File: src/rtl/lnx_pkg.sv
// ----------------------------------------------------------------------------
// lnx_pkg
// Shared definitions for the Lnx responder slice: FSM state encoding, request
// kind constants, default geometry and a helper that clamps the session item
// count to the buffer depth.
// ----------------------------------------------------------------------------
package lnx_pkg;

  typedef enum logic [1:0] {
    ST_IDLE = 2'd0,
    ST_BUSY = 2'd1,
    ST_HOLD = 2'd2
  } state_e;

  localparam logic KIND_RD = 1'b0;
  localparam logic KIND_WR = 1'b1;

  localparam int DEF_DATA_W = 8;
  localparam int DEF_DEPTH  = 8;
  localparam int DEF_LAT    = 2;

  // A session can never address more items than the buffer holds.
  function automatic logic [4:0] clamp_count(input logic [3:0] count,
                                             input logic [4:0] depth);
    logic [4:0] wide;
    wide = {1'b0, count};
    if (wide > depth) begin
      return depth;
    end else begin
      return wide;
    end
  endfunction

endpackage

File: src/rtl/lnx_resp_if.sv
// ----------------------------------------------------------------------------
// lnx_resp_if
// Bundle of the controller/host facing signals of the Lnx responder.
//   master : controller + host side (drives Load/Count/Req/ReqKind/DataIn and
//            the host buffer port, observes DataOut/Ready/Flag/HostRdata)
//   slave  : responder side (mirror image)
// ----------------------------------------------------------------------------
interface lnx_resp_if
  import lnx_pkg::*;
#(
  parameter int DATA_W = DEF_DATA_W,
  parameter int DEPTH  = DEF_DEPTH
);

  localparam int AW = $clog2(DEPTH);

  logic              Load;
  logic [3:0]        Count;
  logic              Req;
  logic              ReqKind;
  logic [DATA_W-1:0] DataIn;
  logic [DATA_W-1:0] DataOut;
  logic              Ready;
  logic              Flag;
  logic              HostWe;
  logic [AW-1:0]     HostAddr;
  logic [DATA_W-1:0] HostWdata;
  logic [DATA_W-1:0] HostRdata;

  modport master (
    output Load, Count, Req, ReqKind, DataIn, HostWe, HostAddr, HostWdata,
    input  DataOut, Ready, Flag, HostRdata
  );

  modport slave (
    input  Load, Count, Req, ReqKind, DataIn, HostWe, HostAddr, HostWdata,
    output DataOut, Ready, Flag, HostRdata
  );

endinterface

File: src/rtl/lnx_resp_buf.sv
// ----------------------------------------------------------------------------
// lnx_resp_buf
// Word buffer with two write ports (responder, host) and two combinational
// read ports. On a same-address collision the responder write lands and the
// host write is dropped; writes to different addresses both land.
// Ports:
//   clk_i                      : clock
//   resp_we_i/addr_i/wdata_i   : responder write port
//   resp_rdata_o               : combinational read at resp_addr_i
//   host_we_i/addr_i/wdata_i   : host write port
//   host_rdata_o               : combinational read at host_addr_i
// Contents are deliberately not reset.
// ----------------------------------------------------------------------------
module lnx_resp_buf
  import lnx_pkg::*;
#(
  parameter int DATA_W = DEF_DATA_W,
  parameter int DEPTH  = DEF_DEPTH,
  parameter int AW     = $clog2(DEPTH)
) (
  input  logic              clk_i,
  input  logic              resp_we_i,
  input  logic [AW-1:0]     resp_addr_i,
  input  logic [DATA_W-1:0] resp_wdata_i,
  output logic [DATA_W-1:0] resp_rdata_o,
  input  logic              host_we_i,
  input  logic [AW-1:0]     host_addr_i,
  input  logic [DATA_W-1:0] host_wdata_i,
  output logic [DATA_W-1:0] host_rdata_o
);

  logic [DATA_W-1:0] mem_q [DEPTH];
  logic              host_wr_s;

  // Host write is suppressed only when the responder targets the same word.
  always_comb begin
    host_wr_s = host_we_i;
    if (resp_we_i && (resp_addr_i == host_addr_i)) begin
      host_wr_s = 1'b0;
    end else begin
      host_wr_s = host_we_i;
    end
  end

  // Storage update from both write ports.
  always_ff @(posedge clk_i) begin
    if (host_wr_s) begin
      mem_q[host_addr_i] <= host_wdata_i;
    end
    if (resp_we_i) begin
      mem_q[resp_addr_i] <= resp_wdata_i;
    end
  end

  assign resp_rdata_o = mem_q[resp_addr_i];
  assign host_rdata_o = mem_q[host_addr_i];

endmodule

File: src/rtl/lnx_responder.sv
// ----------------------------------------------------------------------------
// lnx_responder
// Peripheral-side responder for the Lnx sequencing controller. Each level
// request is answered with a one-cycle Ready strobe after a fixed latency;
// reads return buffer[Idx], writes store DataIn at buffer[Idx] and advance Idx.
// Flag reports that Idx has reached the session item count.
// Ports:
//   Clock : clock, rising edge
//   Reset : asynchronous, active-high
//   bus   : lnx_resp_if.slave (Load/Count, Req/ReqKind/DataIn, DataOut/Ready/
//           Flag, host buffer port HostWe/HostAddr/HostWdata/HostRdata)
// Configuration macro:
//   LNX_RESP_LATENCY_EN : defined -> LAT cycles from capture to Ready;
//                         undefined -> Ready one cycle after capture.
// ----------------------------------------------------------------------------
module lnx_responder
  import lnx_pkg::*;
#(
  parameter int DATA_W = DEF_DATA_W,
  parameter int DEPTH  = DEF_DEPTH,
  parameter int LAT    = DEF_LAT
) (
  input  logic        Clock,
  input  logic        Reset,
  lnx_resp_if.slave   bus
);

  localparam int AW = $clog2(DEPTH);
  localparam int IW = AW + 1;

  if (LAT < 1) begin : g_lat_chk
    $error("lnx_responder: LAT must be at least 1");
  end
  if ((DEPTH < 2) || (DEPTH > 16) || ((DEPTH & (DEPTH - 1)) != 0)) begin : g_depth_chk
    $error("lnx_responder: DEPTH must be a power of two in 2..16");
  end

  state_e            state_q, state_d;
  logic              kind_q, kind_d;
  logic [IW-1:0]     idx_q, idx_d;
  logic [IW-1:0]     sess_q, sess_d;
  logic              ready_q, ready_d;
  logic              flag_q, flag_d;
  logic [DATA_W-1:0] dout_q, dout_d;

  logic              fire_s;
  logic              done_s;
  logic              buf_we_s;
  logic [DATA_W-1:0] buf_rd_s;
  logic [IW-1:0]     load_cnt_s;

`ifdef LNX_RESP_LATENCY_EN
  localparam int CW = (LAT > 1) ? $clog2(LAT) : 1;
  logic [CW-1:0] cnt_q, cnt_d;
`endif

  assign load_cnt_s = IW'(clamp_count(bus.Count, 5'(DEPTH)));
  // Once every item has been written, further requests are answered but inert.
  assign done_s     = (idx_q == sess_q);

  // State, session and output registers.
  always_ff @(posedge Clock or posedge Reset) begin
    if (Reset) begin
      state_q <= ST_IDLE;
      kind_q  <= KIND_RD;
      idx_q   <= '0;
      sess_q  <= '0;
      ready_q <= 1'b0;
      flag_q  <= 1'b0;
      dout_q  <= '0;
    end else begin
      state_q <= state_d;
      kind_q  <= kind_d;
      idx_q   <= idx_d;
      sess_q  <= sess_d;
      ready_q <= ready_d;
      flag_q  <= flag_d;
      dout_q  <= dout_d;
    end
  end

`ifdef LNX_RESP_LATENCY_EN
  // Latency counter register.
  always_ff @(posedge Clock or posedge Reset) begin
    if (Reset) begin
      cnt_q <= '0;
    end else begin
      cnt_q <= cnt_d;
    end
  end
`endif

  // Next-state logic; fire_s marks the edge that produces Ready.
  always_comb begin
    state_d = state_q;
    kind_d  = kind_q;
    fire_s  = 1'b0;
`ifdef LNX_RESP_LATENCY_EN
    cnt_d   = cnt_q;
`endif
    if (bus.Load) begin
      state_d = ST_IDLE;
    end else begin
      case (state_q)
        ST_IDLE: begin
          if (bus.Req) begin
            state_d = ST_BUSY;
            kind_d  = bus.ReqKind;
`ifdef LNX_RESP_LATENCY_EN
            cnt_d   = CW'(LAT - 1);
`endif
          end else begin
            state_d = ST_IDLE;
          end
        end
        ST_BUSY: begin
          // Dropping Req before the response aborts without side effects.
          if (!bus.Req) begin
            state_d = ST_IDLE;
`ifdef LNX_RESP_LATENCY_EN
          end else if (cnt_q == '0) begin
            fire_s  = 1'b1;
            state_d = ST_HOLD;
          end else begin
            cnt_d   = cnt_q - CW'(1);
          end
`else
          end else begin
            fire_s  = 1'b1;
            state_d = ST_HOLD;
          end
`endif
        end
        ST_HOLD: begin
          // Wait for Req to fall so one request yields exactly one Ready.
          if (!bus.Req) begin
            state_d = ST_IDLE;
          end else begin
            state_d = ST_HOLD;
          end
        end
        default: begin
          state_d = ST_IDLE;
        end
      endcase
    end
  end

  // Output and datapath next values.
  always_comb begin
    ready_d  = fire_s;
    dout_d   = dout_q;
    idx_d    = idx_q;
    sess_d   = sess_q;
    flag_d   = done_s;
    buf_we_s = 1'b0;
    if (bus.Load) begin
      idx_d  = '0;
      sess_d = load_cnt_s;
      flag_d = (load_cnt_s == '0);
    end else if (fire_s) begin
      if (kind_q == KIND_RD) begin
        if (done_s) begin
          dout_d = '0;
        end else begin
          dout_d = buf_rd_s;
        end
      end else begin
        if (done_s) begin
          buf_we_s = 1'b0;
          idx_d    = idx_q;
        end else begin
          buf_we_s = 1'b1;
          idx_d    = idx_q + IW'(1);
        end
      end
    end else begin
      dout_d = dout_q;
    end
  end

  lnx_resp_buf #(
    .DATA_W (DATA_W),
    .DEPTH  (DEPTH)
  ) u_buf (
    .clk_i        (Clock),
    .resp_we_i    (buf_we_s),
    .resp_addr_i  (idx_q[AW-1:0]),
    .resp_wdata_i (bus.DataIn),
    .resp_rdata_o (buf_rd_s),
    .host_we_i    (bus.HostWe),
    .host_addr_i  (bus.HostAddr),
    .host_wdata_i (bus.HostWdata),
    .host_rdata_o (bus.HostRdata)
  );

  assign bus.DataOut = dout_q;
  assign bus.Ready   = ready_q;
  assign bus.Flag    = flag_q;

endmodule

File: src/flat_wrapper.sv
// flat-port wrapper written by rule: the top's interface ports become plain ports
module lnx_responder_flat import lnx_pkg::*;
#(
  parameter int DATA_W = DEF_DATA_W,
  parameter int DEPTH  = DEF_DEPTH,
  parameter int LAT    = DEF_LAT
)
  (Clock, Reset, bus_Load, bus_Count, bus_Req, bus_ReqKind, bus_DataIn, bus_HostWe, bus_HostAddr, bus_HostWdata, bus_DataOut, bus_Ready, bus_Flag, bus_HostRdata);
  lnx_resp_if #(.DATA_W(DATA_W), .DEPTH(DEPTH)) bus_i ();
  input  logic Clock;
  input  logic Reset;
  input wire logic [$bits(bus_i.Load)-1:0] bus_Load;
  input wire logic [$bits(bus_i.Count)-1:0] bus_Count;
  input wire logic [$bits(bus_i.Req)-1:0] bus_Req;
  input wire logic [$bits(bus_i.ReqKind)-1:0] bus_ReqKind;
  input wire logic [$bits(bus_i.DataIn)-1:0] bus_DataIn;
  input wire logic [$bits(bus_i.HostWe)-1:0] bus_HostWe;
  input wire logic [$bits(bus_i.HostAddr)-1:0] bus_HostAddr;
  input wire logic [$bits(bus_i.HostWdata)-1:0] bus_HostWdata;
  output wire logic [$bits(bus_i.DataOut)-1:0] bus_DataOut;
  output wire logic [$bits(bus_i.Ready)-1:0] bus_Ready;
  output wire logic [$bits(bus_i.Flag)-1:0] bus_Flag;
  output wire logic [$bits(bus_i.HostRdata)-1:0] bus_HostRdata;
  assign bus_i.Load = bus_Load;
  assign bus_i.Count = bus_Count;
  assign bus_i.Req = bus_Req;
  assign bus_i.ReqKind = bus_ReqKind;
  assign bus_i.DataIn = bus_DataIn;
  assign bus_i.HostWe = bus_HostWe;
  assign bus_i.HostAddr = bus_HostAddr;
  assign bus_i.HostWdata = bus_HostWdata;
  assign bus_DataOut = bus_i.DataOut;
  assign bus_Ready = bus_i.Ready;
  assign bus_Flag = bus_i.Flag;
  assign bus_HostRdata = bus_i.HostRdata;
  lnx_responder #(.DATA_W(DATA_W), .DEPTH(DEPTH), .LAT(LAT)) u_core (.Clock(Clock), .Reset(Reset), .bus(bus_i));
endmodule
File: config.mk
export PLATFORM = sky130hd
export DESIGN_NAME = lnx_responder_flat
export DESIGN_NICKNAME = d
export VERILOG_FILES = /design/src/rtl/lnx_pkg.sv /design/src/rtl/lnx_resp_if.sv /design/src/rtl/lnx_resp_buf.sv /design/src/rtl/lnx_responder.sv /design/src/flat_wrapper.sv
export SDC_FILE = /design/constraint.sdc
export NUM_CORES = 1
export LEC_CHECK = 0
export BUFFER_PORTS_ARGS = -buffer_cell sky130_fd_sc_hd__buf_2
export CAP_MARGIN = 15
export CORE_MARGIN = 3
export CORE_UTILIZATION = 50
export CTS_CLUSTER_DIAMETER = 100
export DETAILED_ROUTE_END_ITERATION = 12
export PLACE_DENSITY = 0.69
export SLEW_MARGIN = 15
export SYNTH_ARGS = -nofsm -noshare
export SYNTH_HDL_FRONTEND = slang
export SYNTH_SLANG_ARGS = --single-unit
File: constraint.sdc
create_clock -name Clock -period 2.65 [get_ports Clock]
set_input_delay 0.1325 -clock Clock [delete_from_list [all_inputs] [get_ports Clock]]
set_output_delay 0.1325 -clock Clock [all_outputs]
set_load 0.1 [all_outputs]
After elaboration in Yosys (flattened, before gate mapping)

Memories as Yosys holds them, arrays and structs flattened.
Cells that the tools add are included.

Reductions and logical operators: 9
Muxes and demuxes: 23
Add/subtract/negate cells: 1
Bitwise logic cells: 2
Order comparisons: 1
Equal/unequal tests: 5

Operators with widths:

| cell                | count |
|---|---|
| $mux 4              | 5 |
| $mux 1              | 14 |
| $reduce_and 3->1    | 3 |
| $mux 8              | 1 |
| $add 4x1->4 const B | 1 |
| $eq 4x4->1          | 1 |
| $gt 4x4->1 const B  | 1 |
| $logic_not 4->1     | 1 |
| $mux 2              | 2 |
| $pmux 2 s2          | 1 |
| $reduce_bool 2->1   | 2 |
| $eq 3x3->1          | 1 |
| $eq 2x1->1 const B  | 1 |
| $eq 2x2->1 const B  | 1 |
| $logic_not 2->1     | 1 |
| $ne 2x2->1 const B  | 1 |
| $not 1->1           | 2 |
| $reduce_or 2->1     | 1 |
| $logic_and 1x1->1   | 1 |

Output and inout bits: 18
Bits in writable memories: 64
Register bits after elaboration: 21
Input port bits: 29
Logic and storage cells: 49
Memories kept: 1

Memory list:

| memory             | depth | bits a word | read ports | clocked after Yosys merged registers in | write ports | RTL line           | RTL |
|---|---|---|---|---|---|---|---|
| u_core.u_buf.mem_q | 8     | 8           | 2          | 0                                       | 2           | lnx_resp_buf.sv:32 | `logic [DATA_W-1:0] mem_q [DEPTH];` |

Longest topological paths before layout

Word-level depth: 9
Mapped depth: 9
Gate-level depth less buffers: 7

Modules after synthesis

A second synthesis with hierarchy kept.

Cell total of the unflattened synthesis: 360
Area, all modules: 5086.1 µm²

Modules (own cells, without submodules):

| module        | area each (µm²) | times used | sequential area each (µm²) | cells an instance |
|---|---|---|---|---|
| lnx_resp_buf  | 4112.7          | 1          | 1921.8                     | 265 |
| lnx_responder | 973.4           | 1          | 525.5                      | 95 |

Worst setup path after synthesis

OpenSTA, ideal clock, no wires.

Path kind: input -> output
Start: in bus_HostAddr[0]
End: out bus_HostRdata[5]
Required time: 2.518 ns
Arrival time: 3.044 ns
Cell stages on the path: 5
Path buffers: 2
Setup slack: -0.526 ns
Cell sequence: clkbuf_1 -> clkbuf_1 -> and3_1 -> a21oi_1 -> o21ai_0

Word-level cells in the longest chain between the ends: 1

Ends and longest elaborated chain:

| what               | RTL line           | RTL |
|---|---|---|
| start: declaration | flat_wrapper.sv:18 | `input wire logic [$bits(bus_i.HostAddr)-1:0] bus_HostAddr;` |
| $mem_v2 8x8        | --                 |  |
| end: declaration   | flat_wrapper.sv:23 | `output wire logic [$bits(bus_i.HostRdata)-1:0] bus_HostRdata;` |

No other way between the ends.

==> flow_metrics.py <==
metrics = {
    "final_layout": {
        "fin_area_sq_um": 5838,
        "final_layout_size_suffix_gt1_frac": 0.4119,
        "layout_common_cells": "edfxtp_1 (64), mux2_2 (63), buf_2 (46)",
        "final_common_cell": "edfxtp_1",
        "final_nets": 482,
        "seq_area_sq_um": 2449,
        "multi_input_area_sq_um": 2442,
        "antennaDiodeCount": 0,
        "fillers": 763,
        "area_growth_syn_to_layout_pct": 15.98,
    },
    "critical_path": {
        "r2r_end": "u_core.u_buf.mem_q[4][2]",
        "r2r_cells": 5,
        "cp.required_ps": 2650,
        "critical-path-top-delay-family": "compound AO/OA/AOI/OAI gates",
        "crit_end": "u_core.u_buf.mem_q[4][2]",
        "slowest_delay_ps": 810,
        "crit_path_end_kind": "register",
        "arrival_ps": 2520,
        "crit_path_max_fanout": 8,
        "cp_slowest_cell": "o21bai_1",
        "path_buf_inv": 1,
        "r2r_slack_ps": 130,
        "regToRegStartpoint": "u_core.idx_q[0]",
        "path_depth": 5,
        "worstPathCellList": "xnor2_1 -> and4_1 -> nor3_1 -> buf_4 -> o21bai_1",
        "startpoint_type": "register",
        "critical_path_class": "register to register",
        "crit_path_start": "u_core.idx_q[0]",
    },
    "run": {
        "max_cap_viol_count": 0,
    },
    "logic_synthesis": {
        "synth.avg_cell_area_sq_um": 13.18,
        "yosysWarnings": 0,
        "synth_top_family_by_area": "multiplexers",
        "synth_edf_count": 64,
        "syn-cell-area_sq_um": 5034,
        "yosysTopAreaCellShare": 0.3818,
        "synth_area_leaders": "edfxtp_1 (38%), mux2_2 (14%), dfrtp_1 (10%)",
        "ys_seq_area_frac": 0.4862,
        "muxShareOfSynthArea": 0.2779,
        "synth_adder_area_share": 0.009943,
        "yosys.area.top_type": "edfxtp_1",
        "synth_compound_area_frac": 0.08377,
        "synthFlopType": "edfxtp_1",
        "synth-xor-area-share": 0.01218,
        "synthArstFlopShare": 0.2471,
        "netlist_instances": 382,
        "yosys_register_bits": 85,
        "syn-num-nets": 415,
        "yosys.cell_types.count": 47,
        "yosys.area_share.simple": 0.09819,
    },
    "timing": {
        "fmax_ghz": 0.3961,
        "fin_skew_ps": 8.606,
        "fin_crit_sh": 0.9526,
        "max_slew.worst_pin.slew_ps": 1018,
        "timing.hold.ws_ps": 25.13,
        "setup_tns_ps": 0,
        "hold_viol_final": 0,
        "period_minus_slack_ps": 2524,
        "fin_ws_ps": 125.6,
        "slew_headroom": 0.3201,
        "rsz0062_at_grt": "false",
        "final_max_slew_viol_count": 0,
        "final-setup-viol-count": 0,
    },
    "pwr": {
        "sw_frac_of_total": 0.3355,
        "pwr-share-clk": 0.307,
        "seqPwrFrac": 0.461,
        "cellPowerDensity_nw_per_um2": 578.5,
        "p_int_mw": 2.244,
        "power.leakage_nw": 2.168,
        "vdd_drop_max_mv": 0.3801,
        "power_frac_comb": 0.232,
        "switching_power_mw": 1.133,
    },
    "min_path": {
        "hp-class": "input pin to register",
        "hold_start": "bus_Count[0]",
    },
    "floorplanning": {
        "die_w_um": 106.3,
        "row_count": 35,
        "dieArea_sq_um": 11310,
        "core_sq_um": 9503,
        "die_h_um": 106.3,
        "io_pins": 47,
        "initial_core_util": 0.5297,
    },
    "clock_tree": {
        "cts-root-buf": "clkbuf_8",
        "cts_buffers": 9,
        "htree_levels": 3,
        "cts.sinks": 85,
        "max-clock-path-buffers": 2,
        "tritoncts": "yes",
        "clk_pin_slew_ps": 90,
        "post_cts_buffers": 0,
        "clock_latency_ps": 370,
    },
    "drt": {
        "final_antenna_net_count": 0,
        "vias_per_cell": 6.136,
        "drt_pass1_iterations": 5,
        "drc": 0,
        "drt_iter0_drc": 243,
        "totalWireLength_mm": 13.07,
        "wire_per_inst_um": 22.43,
        "num_vias": 3577,
    },
    "placement": {
        "pre_cts_ws_ps": 114.7,
        "io_buffers": 46,
        "dpl_cell_area_sq_um": 5589,
        "gp_congestion": 0.8402,
        "dp_hpwl_mm": 9.325,
    },
    "global_routing": {
        "grt_pass1_vias": 3654,
        "grt_antenna_before_repair": 0,
        "use_met3": 0.05768,
        "grt.busiest_layer": "met2",
        "grt_start_max_net_pins": 24,
        "grt_use_total": 0.2398,
        "use_met1": 0.3271,
        "globalRoute.totalOverflow": 0,
        "grt_use_met2": 0.3887,
        "grt_pass1_wl_mm": 20.44,
    },
    "run_status": {
        "status": "finished, final reports clean",
    },
}
-- cell usage after synthesis (2+ instances only) --
cell / number
o22ai_1: 6
buf_2: 2
inv_1: 10
mux2_1: 3
buf_1: 4
o21ai_0: 11
nand2_1: 27
a22oi_1: 17
and2_1: 4
buf_6: 3
nor2_1: 5
ha_1: 4
o21bai_1: 7
nand3_1: 8
nor2b_1: 4
a21o_1: 2
mux4_2: 10
dfrtp_1: 21
nand2b_1: 7
nor4_4: 7
a21oi_1: 4
mux2_2: 63
xnor2_1: 7
nand4b_1: 2
clkbuf_1: 17
mux2i_1: 31
edfxtp_1: 64
and3b_1: 2
a221oi_1: 3
nor3_1: 3
mux2_4: 8
-- worst min-delay path by stage --
stage | endpoint | cells past startpoint
2_1_floorplan | u_core.bus.DataOut[0] | 1
3_3_place_gp | u_core.bus.DataOut[2] | 2
3_5_place_dp | u_core.bus.DataOut[4] | 2
4_1_cts | u_core.sess_q[0] | 3
5_1_grt | u_core.sess_q[1] | 3
6_report | u_core.sess_q[0] | 3
-- routing by layer --
layer / part of all wire / vias to the layer above / wire [um]
met1: 0.42 / 1814 / 5488
met5: 0 / - / 0
met4: 0.017 / 0 / 225
li1: - / 1609 / -
met3: 0.070 / 21 / 909
met2: 0.49 / 133 / 6451
-- power by group through the flow --
stage               Clock [mW]  Sequential [mW]  Combinational [mW]
floorplan                    0             1.83               0.361
global placement             0             1.58               0.767
detailed placement           0             1.59               0.778
CTS                       1.04             1.56               0.783
global route              1.10             1.57               0.824
finish                    1.04             1.56               0.784
-- worst reg2reg max path, stage by stage, from the launching register on --
cell and delay [ps]:
dfrtp_2 440, xnor2_1 200, and4_1 390, nor3_1 130
buf_4 180, o21bai_1 810
-- flip-flops by register name, summed over array words and instances (netlist names) --
signal,cells
u_core.idx_q,4
u_core.state_q,2
u_core.bus.Flag,1
u_core.u_buf.mem_q,64
u_core.kind_q,1
u_core.bus.DataOut,8
u_core.sess_q,4
u_core.bus.Ready,1
-- stage by stage --
stage	power (mW)	std cells	util
after global placement	2.349	564	0.5882
after detailed placement	2.365	564	0.5882
after CTS	3.383	583	0.6140
after global routing	3.491	583	0.6144
final	3.377	583	0.6144
after floorplan	2.190	382	-
-- cell type report --
class	instances	share of cell area
flip-flops and latches	85	0.4194
inverters	10	0.006429
repair buffers	82	0.09130
clock buffers	10	0.02186
multi-input cells	261	0.4183
well taps	129	0.02765
clock inverters	6	0.01500
-- logic make-up (layout without fill, tap and decap cells) --
kind of cell | Yosys count | after routing
flip-flops | 85 | 85
buffers and inverters | 36 | 108
AND/OR/NAND/NOR | 75 | 75
adder cells (fa/ha/maj) | 4 | 4
XOR/XNOR | 7 | 7
multiplexers | 115 | 115
AO/OA/AOI/OAI | 60 | 60
-- what timing repair did --
item                       in CTS  in global routing
hold endpoints to repair       23                  0
setup endpoints to repair       0                  8
resized for setup               0                  1
hold buffers                    3                  0
(Power assumes the default switching activity.)
